**src/rtl/maxpool_stage.sv**
```systemverilog
// maxpool_stage
//   2x2, stride-2 max-pool of the 64x64 layer-0 map into the 32x32 layer-1
//   map. Each output k (0..1023, raster order) is produced in six cycles:
//   four reads, one cycle to fold in the last read word, and one write.
//
// Ports
//   clk        sole clock, rising edge
//   reset      asynchronous, active-low reset
//   start      one-cycle request, accepted only in IDLE
//   busy       high from the cycle after an accepted start through FIN
//   done       one-cycle pulse in FIN, after the final write
//   crd        layer-memory read strobe (R0..R3)
//   caddr_rd   layer-memory read address
//   cdata_rd   layer-memory read data, valid the cycle after crd/caddr_rd
//   cwr        layer-memory write strobe (WR only)
//   caddr_wr   layer-memory write address (= k)
//   cdata_wr   layer-memory write data (pooled, optionally rounded up)
//   csel       3'b001 layer-0 map, 3'b011 layer-1 map, 3'b000 idle
//   state_dbg  current FSM state, for observation only
//
// Handshake: start is a request pulse with no ready. It is taken only when
// the FSM sits in IDLE; anywhere else, FIN included, it is dropped. busy
// covers the whole pass and done marks its end.
//
// All outputs are registered: every transition assigns the outputs that
// belong to the state being entered, so each output is a pure function of
// the state it is observed in.

module maxpool_stage #(
  parameter int ROUND_UP = 1
) (
  input  logic        clk,
  input  logic        reset,
  input  logic        start,
  output logic        busy,
  output logic        done,
  output logic        crd,
  output logic [11:0] caddr_rd,
  input  logic [19:0] cdata_rd,
  output logic        cwr,
  output logic [11:0] caddr_wr,
  output logic [19:0] cdata_wr,
  output logic [2:0]  csel,
  output logic [2:0]  state_dbg
);

  typedef enum logic [2:0] {
    IDLE = 3'd0,
    R0   = 3'd1,
    R1   = 3'd2,
    R2   = 3'd3,
    R3   = 3'd4,
    MX   = 3'd5,
    WR   = 3'd6,
    FIN  = 3'd7
  } state_t;

  localparam logic [2:0] SEL_NONE = 3'b000;
  localparam logic [2:0] SEL_L0   = 3'b001;
  localparam logic [2:0] SEL_L1   = 3'b011;

  state_t      state;
  logic [9:0]  k;
  logic [19:0] max_q;
  logic [19:0] rd_max;
  logic [9:0]  k_inc;

  assign state_dbg = state;
  assign k_inc     = k + 10'd1;

  // Strict compare so that on a tie the earlier word is kept.
  assign rd_max = (cdata_rd > max_q) ? cdata_rd : max_q;

  // Top-left corner of the 2x2 window: oy*128 + ox*2. Bits 0 and 6 are
  // always zero, so the +1/+64/+65 offsets never carry.
  function automatic logic [11:0] base_addr(input logic [9:0] kk);
    return {kk[9:5], 1'b0, kk[4:0], 1'b0};
  endfunction

  // Data is 4.16 fixed point. A non-zero fraction rounds up to the next
  // integer, except that integer part 15 has no next integer and saturates
  // to 15.0.
  function automatic logic [19:0] round_val(input logic [19:0] m);
    if (ROUND_UP == 0 || m[15:0] == 16'h0) begin
      return m;
    end else if (m[19:16] == 4'hF) begin
      return 20'hF_0000;
    end else begin
      return {m[19:16] + 4'd1, 16'h0};
    end
  endfunction

  always_ff @(posedge clk or negedge reset) begin
    if (!reset) begin
      state    <= IDLE;
      k        <= 10'd0;
      max_q    <= 20'd0;
      busy     <= 1'b0;
      done     <= 1'b0;
      crd      <= 1'b0;
      cwr      <= 1'b0;
      caddr_rd <= 12'd0;
      caddr_wr <= 12'd0;
      cdata_wr <= 20'd0;
      csel     <= SEL_NONE;
    end else begin
      // Strobes are single-state; each transition re-raises what it needs.
      crd  <= 1'b0;
      cwr  <= 1'b0;
      done <= 1'b0;
      case (state)
        IDLE: begin
          if (start) begin
            state    <= R0;
            busy     <= 1'b1;
            crd      <= 1'b1;
            caddr_rd <= base_addr(k);
            csel     <= SEL_L0;
          end
        end
        R0: begin
          state    <= R1;
          crd      <= 1'b1;
          caddr_rd <= base_addr(k) + 12'd1;
        end
        R1: begin
          // d0 arrives now; it seeds the running maximum.
          state    <= R2;
          crd      <= 1'b1;
          caddr_rd <= base_addr(k) + 12'd64;
          max_q    <= cdata_rd;
        end
        R2: begin
          state    <= R3;
          crd      <= 1'b1;
          caddr_rd <= base_addr(k) + 12'd65;
          max_q    <= rd_max;
        end
        R3: begin
          state <= MX;
          max_q <= rd_max;
        end
        MX: begin
          // d3 arrives now; fold it in and present the result for WR.
          state    <= WR;
          max_q    <= rd_max;
          cwr      <= 1'b1;
          caddr_wr <= {2'b00, k};
          cdata_wr <= round_val(rd_max);
          csel     <= SEL_L1;
        end
        WR: begin
          // k_inc wraps 1023 -> 0, which leaves k ready for the next pass.
          k <= k_inc;
          if (k == 10'd1023) begin
            state <= FIN;
            done  <= 1'b1;
            csel  <= SEL_NONE;
          end else begin
            state    <= R0;
            crd      <= 1'b1;
            caddr_rd <= base_addr(k_inc);
            csel     <= SEL_L0;
          end
        end
        FIN: begin
          state <= IDLE;
          busy  <= 1'b0;
        end
        default: begin
          state <= IDLE;
          busy  <= 1'b0;
          csel  <= SEL_NONE;
        end
      endcase
    end
  end

endmodule

```
**config.mk**
```make
export PLATFORM = sky130hd
export DESIGN_NAME = maxpool_stage
export DESIGN_NICKNAME = d
export VERILOG_FILES = /design/src/rtl/maxpool_stage.sv
export SDC_FILE = /design/constraint.sdc
export NUM_CORES = 1
export LEC_CHECK = 0
export BUFFER_PORTS_ARGS = -buffer_cell sky130_fd_sc_hd__buf_2
export CAP_MARGIN = 20
export CORE_UTILIZATION = 55
export CTS_BUF_LIST = sky130_fd_sc_hd__clkbuf_16
export CTS_CLUSTER_SIZE = 8
export DETAILED_ROUTE_END_ITERATION = 10
export GPL_ROUTABILITY_DRIVEN = 0
export GPL_TIMING_DRIVEN = 0
export PLACE_DENSITY_LB_ADDON = 0.1
export SLEW_MARGIN = 20
export SYNTH_ARGS = -nofsm -noshare
export SYNTH_HDL_FRONTEND = slang
export SYNTH_SLANG_ARGS = --single-unit
```
**constraint.sdc**
```tcl
create_clock -name clk -period 4.02 [get_ports clk]
set_input_delay 0.201 -clock clk [delete_from_list [all_inputs] [get_ports clk]]
set_output_delay 0.201 -clock clk [all_outputs]
set_load 0.02 [all_outputs]
```
==> reports/results.tsv, run 1 <==
stage	metric	value	unit
floorplanning	dieArea	7510	um2
logic_synthesis	synth_top_cell_area_share	51.4	%
routing	drtIter0Drc	140	
routing	drt_first_pass_iters	4	
logic_synthesis	synth_adder_area_share	6.66	%
critical_path	rrSetupSlack	1.50	ns
logic_synthesis	yosysSeqAreaShare	51.4	%
clock_network	cts_tree	built	
layout	syn_to_final_growth	21.2	%
critical_path	critical_path.startpoint_type	flop	
timing	max_freq	397	MHz
grt	grt_max_degree	57	
power	leakagePower	2.53	nW
logic_synthesis	avgSynthCellArea	11.2	um2
layout	num_antenna_cells	0	
place	io_buffers	73	
floorplanning	start_util	57.4	%
logic_synthesis	yosysWarnings	0	
clock_network	cts_buffer_depth	2	
logic_synthesis	synth-main-ff-cell	dfrtp_1	
critical_path	r2r_start	max_q[17]	
timing	min_period	2.52	ns
place	placed_cells	524	
logic_synthesis	async_flop_share	100	%
critical_path	crit_arrival	2.73	ns
hold_path	hold_path_end	max_q[12]	
grt	grt_use_met3	5.90	%
floorplanning	core	6870	um2
floorplanning	io_pins	77	
timing	hold_viol	0	
grt	met2_usage	36.7	%
grt	grt_first_pass_wirelength	13000	um
critical_path	end_kind	flop	
grt	globalRouteMet1Util	29.8	%
grt	grt_pass1_vias	2784	
critical_path	r2r-end	max_q[19]	
logic_synthesis	netlist_area	3940	um2
logic_synthesis	synth_compound_area_share	7.74	%
clock_network	insertion_delay	0.33	ns
grt	antenna_found_initial	0	
timing	finalCritPeriodShare	62.7	%
logic_synthesis	ys_seq_elements	81	
routing	drc	0	
critical_path	critPathRequiredTime	4.24	ns
layout	finalNetCount	484	
logic_synthesis	synth_xor_area_share	2.00	%
run	maxCapViolations	0	
clock_network	cts_buffers	9	
logic_synthesis	synth_top_area_cell	dfrtp_1	
hold_path	hold_class	input pin to flop	
routing	vias	2805	
timing	finalSetupTns	0	ns
layout	drive_above_1_share	31.0	%
floorplanning	rows	30	
routing	drt_wl_total	7500	um
clock_network	cts.htree.levels	3	
grt	globalRoute.busiestLayer	met2	
critical_path	ff2ff_path_depth	9	
timing	finalSetupViolCount	0	
layout	instances_no_fill	541	
power	powerDensity	734	nW/um2
routing	routedWlPerCell	13.9	um
floorplanning	die_x	86.7	um
logic_synthesis	synth_edf_count	0	
timing	rsz0062_at_grt	false	
timing	finClkSkew	0.00762	ns
hold_path	hold_depth	2	
clock_network	cts.sinks	81	
critical_path	crit_path_max_fanout	10	
grt	grt_overflow	0	
hold_path	min_from	cdata_rd[12]	
critical_path	path_class	flop to flop	
layout	final_cell_mix	dfrtp_1, buf_2, nand2_1, inv_1, ha_1	
logic_synthesis	synth.area.top_cells	dfrtp_1, mux2_4, ha_1, nand2_1, mux2_2	
floorplanning	die_h	86.7	um
routing	drtAntennaViolNets	0	
logic_synthesis	synth-simple-area-share	16.2	%
timing	whs	0.129	ns
outcome	outcome	finished clean	
timing	slew_violations	0	
routing	via_per_inst	5.18	
logic_synthesis	synth_top_family_by_area	simple AND/OR/NAND/NOR gates	
clock_network	cts-root-buf	clkbuf_16	
layout	mostFrequentLayoutCell	dfrtp_1	
power	peakVddDrop	0.438	mV
logic_synthesis	synthDistinctLibCells	48	
clock_network	path_clk_slew	0.07	ns
logic_synthesis	synthMuxAreaShare	10.8	%
place	hpwl	5440	um
grt	track_usage	22.6	%
logic_synthesis	syn_inst	352	
## critical path, stage by stage, from the launching register on
cell and delay (ns):
dfrtp_1 0.44, inv_1 0.09, ha_1 0.32, nand4_2 0.20
nor4_4 0.35, o2bb2ai_2 0.16, o21ai_4 0.12, a21oi_4 0.23
buf_12 0.18, mux2_4 0.30
## worst max-delay path by stage
stage          startpoint        end  slack [ns]  cells past startpoint
2_1_floorplan   max_q[17]   max_q[0]        1.73                      9
3_3_place_gp    max_q[17]  max_q[11]        1.58                      9
3_5_place_dp    max_q[17]  max_q[10]        1.53                      9
4_1_cts         max_q[17]  max_q[19]        1.48                      9
5_1_grt         max_q[17]  max_q[11]        1.36                      9
6_report        max_q[17]  max_q[19]        1.50                      9
## report_power, final
| group | switching, mW | leakage, nW | internal [mW] | total [mW] |
|---|---|---|---|---|
| Sequential | 0.180 | 1.04 | 1.04 | 1.22 |
| Clock | 0.341 | 0.144 | 0.487 | 0.829 |
| Combinational | 0.758 | 1.35 | 0.698 | 1.46 |
## what timing repair did
item,CTS,global route
endpoints found under the hold margin,25,0
buffers inserted,0,0
resized for setup,0,0
hold buffers,1,0
## sequential cells by signal (all words and copies together) (netlist names)
register	flops
k	10
done	1
crd	1
cwr	1
busy	1
caddr_wr	10
csel	2
cdata_wr	20
state_dbg	3
caddr_rd	12
max_q	20
## layer usage
metal | vias to the layer above | routed length, um
met5 | - | 0
met4 | 0 | 85
met3 | 9 | 396
met2 | 75 | 3400
met1 | 1328 | 3620
li1 | 1393 | -
## cells by family (layout without fill, tap and decap cells)
family                   Yosys count  count (layout)
AND/OR/NAND/NOR                  126             126
flip-flops                        81              81
AO/OA/AOI/OAI                     44              44
buffers and inverters             39             130
multiplexers                      31              31
adder cells (fa/ha/maj)           21              21
XOR/XNOR                           9               9
other                              1               3
## through the flow
step	instance area, um2	utilization, %	setup slack [ns]	total power [mW]
3_3_place_gp	4440	64.6	1.58	2.64
2_1_floorplan	3950	-	1.73	2.33
6_report	4780	69.6	1.50	3.51
3_5_place_dp	4470	65.0	1.53	2.69
4_1_cts	4780	69.6	1.48	3.53
5_1_grt	4780	69.6	1.36	3.75
## cells in the mapped netlist, drive strengths merged, types with 2 or more instances
library cell and count:
ha 21, nand4 10, o21ai 10, nand2 52, a21oi 16, xnor2 5
xor2 4, nor4 9, mux2 31, or3 3, inv 26, a31oi 2
dfrtp 81, nor2 15, o2bb2ai 2, o211ai 2, clkbuf 4, a21o 3
nor2b 3, nand3 7, buf 9, and2 18, nor3 6
## cell type report
type | instances | area (um2)
sequential | 81 | 2030
clock inverter | 7 | 78.8
timing repair buffer | 75 | 405
buffer | 13 | 103
multi-input combinational | 234 | 1720
fill | 532 | 2090
clock buffer | 9 | 225
tap | 96 | 120
inverter | 26 | 97.6
(Power assumes the default switching activity.)
==> inputs of run 2 (changes only) <==
clock period = 2.4 ns   (was 4.02 ns; I/O delays follow)
==> run 2 against run 1 <==
  * Core utilization grew 4.6 points
  * Non-clock buffer count grew 20
  * Clock-buffer cell count is the same
  * Largest power group unchanged
  * Highest routed layer unchanged
==> reports/results.tsv, run 2 (synthesis gave the netlist of run 1 again) <==
stage	metric	value	unit	change
power	leakagePower	2.64	nW	+4.2%
layout	top_regs	cdata_wr (20), max_q (20), caddr_rd (12)		
routing	drtIter0Drc	110		-21%
hold_path	hold_class	input pin to flop		
clock_network	cts_buffers	9		unchanged
clock_network	cts.sinks	81		unchanged
routing	drt_first_pass_iters	4		unchanged
floorplanning	io_pins	77		unchanged
critical_path	cpPeakStageDelay	0.41	ns	-0.03 ns
critical_path	slowest_stage	dfrtp_1		
timing	finalCritPeriodShare	98.8	%	+36 points
floorplanning	die_x	86.7	um	unchanged
routing	vias	2943		+4.9%
critical_path	critical_path.startpoint_type	flop		
timing	finClkSkew	0.00789	ns	+0.000267 ns
layout	finalNetCount	504		+4.1%
routing	routedWlPerCell	14.6	um	+5.1%
critical_path	crit_path_max_fanout	5		-5
clock_network	cts-root-buf	clkbuf_16		
outcome	outcome	finished clean		
clock_network	cts_buffer_depth	2		unchanged
critical_path	path_class	flop to flop		
layout	utilization	74.1	%	+4.6 points
floorplanning	dieArea	7510	um2	unchanged
grt	grt_max_degree	57		unchanged
floorplanning	die_h	86.7	um	unchanged
floorplanning	core	6870	um2	unchanged
place	hpwl	5440	um	unchanged
routing	via_per_inst	5.25		+1.2%
layout	num_antenna_cells	0		unchanged
routing	drt_wl_total	8170	um	+9.0%
critical_path	crit_arrival	2.59	ns	-0.14 ns
timing	slew_violations	0		unchanged
clock_network	path_clk_slew	0.07	ns	about the same
floorplanning	rows	30		unchanged
layout	drive_above_1_share	36.6	%	+5.5 points
grt	grt_first_pass_wirelength	13100	um	+0.69%
clock_network	insertion_delay	0.34	ns	about the same
routing	drtAntennaViolNets	0		unchanged
clock_network	cts.htree.levels	3		unchanged
timing	max_freq	422	MHz	+6.3%
floorplanning	start_util	57.4	%	unchanged
timing	setup_slack	0.0296	ns	-1.47 ns
power	powerDensity	1270	nW/um2	+73%
place	io_buffers	73		unchanged
grt	track_usage	22.7	%	+0.14 points
timing	finalSetupViolCount	0		unchanged
grt	antenna_found_initial	0		unchanged
clock_network	cts_tree	built		
layout	register_area	2030	um2	unchanged
layout	syn_to_final_growth	29.2	%	
layout	multi_input_area	1840	um2	+6.7%
grt	grt_pass1_vias	2809		+0.90%
run	maxCapViolations	0		unchanged
layout	final_cell_mix	dfrtp_1, buf_2, nand2_1, inv_1, buf_4		
timing	hold_viol	0		unchanged
critical_path	end_kind	flop		
place	pre_cts_ws	-0.0914	ns	-1.62 ns
timing	min_period	2.37	ns	-0.149 ns
critical_path	path_cells	inv_1 > ha_1 > nand4_1 > nor4_4 > o2bb2ai_2 > o21ai_4 > a21oi_4 > buf_12 > clkbuf_16 > mux2_4		
layout	mostFrequentLayoutCell	dfrtp_1		
power	peakVddDrop	0.728	mV	+66%
routing	drc	0		unchanged
grt	grt_overflow	0		unchanged
layout	n_fill_cell	481		-9.6%
critical_path	critPathRequiredTime	2.62	ns	-1.62 ns
## run 2: worst max-delay path, delay by kind of cell (launching register included)
kind,cells,cell delay [ns]
AO/OA/AOI/OAI,3,0.41
adder cells (fa/ha/maj),1,0.29
buffers and inverters,3,0.35
flip-flops,1,0.41
multiplexers,1,0.29
AND/OR/NAND/NOR,2,0.50
## run 2: what timing repair did
| action | CTS | global route |
|---|---|---|
| buffers inserted | 2 | 16 |
| setup endpoints to repair | 20 | 20 |
| cloned | 0 | 2 |
| resized for setup | 0 | 14 |
| pin swaps | 1 | 6 |
| hold buffers | 1 | 0 |
| endpoints found under the hold margin | 25 | 0 |
## run 2: path summary, 6_finish.rpt
path / start / to / slack [ns] / cells past startpoint
worst max-delay path: max_q[6] / max_q[17] / 0.03 / 10
worst min-delay path: cdata_rd[13] / max_q[13] / 0.05 / 2
worst max register to register: max_q[6] / max_q[17] / 0.03 / 10
worst min register to register: caddr_wr[4] / caddr_wr[4] / 0.47 / 2
max in group asynchronous: reset / caddr_rd[6] / 1.59 / 3
min in group asynchronous: reset / max_q[12] / 0.24 / 2
## run 2: area by class of cell
type | instances | share of cell area, %
plain buffers | 13 | 2.01
clock buffers | 9 | 4.42
clock inverters | 7 | 1.55
inverters | 26 | 1.92
multi-input cells | 234 | 36.1
flip-flops and latches | 81 | 39.8
well taps | 96 | 2.36
repair buffers | 95 | 11.8
## run 2: through the flow
stage / TNS (ns) / hold WS, ns / instances / area [um2] / total power [mW]
global placement: -0.693 / 0.384 / 523 / 4440 / 4.42
CTS: 0 / 0.0449 / 543 / 4790 / 5.95
global route: -0.526 / 0.0459 / 561 / 5090 / 6.88
finish: 0 / 0.0502 / 561 / 5090 / 6.48
floorplan: 0 / -0.176 / 354 / 3950 / 3.91
detailed placement: -1.67 / 0.0680 / 524 / 4470 / 4.51
## run 2: metal layers
layer / global-route usage (%) / vias to the layer above / routed length, um / part of all wire [%]
li1: - / 1432 / - / -
met1: 29.8 / 1405 / 3770 / 46
met2: 36.9 / 89 / 3840 / 47
met3: 6.00 / 17 / 393 / 4.8
met4: 7.42 / 0 / 161 / 2.0
met5: 0 / - / 0 / 0
## run 2: power breakdown
group | internal, mW | switching, mW
clock | 0.816 | 0.576
combinational | 1.57 | 1.49
sequential | 1.75 | 0.285
total | 4.13 | 2.35
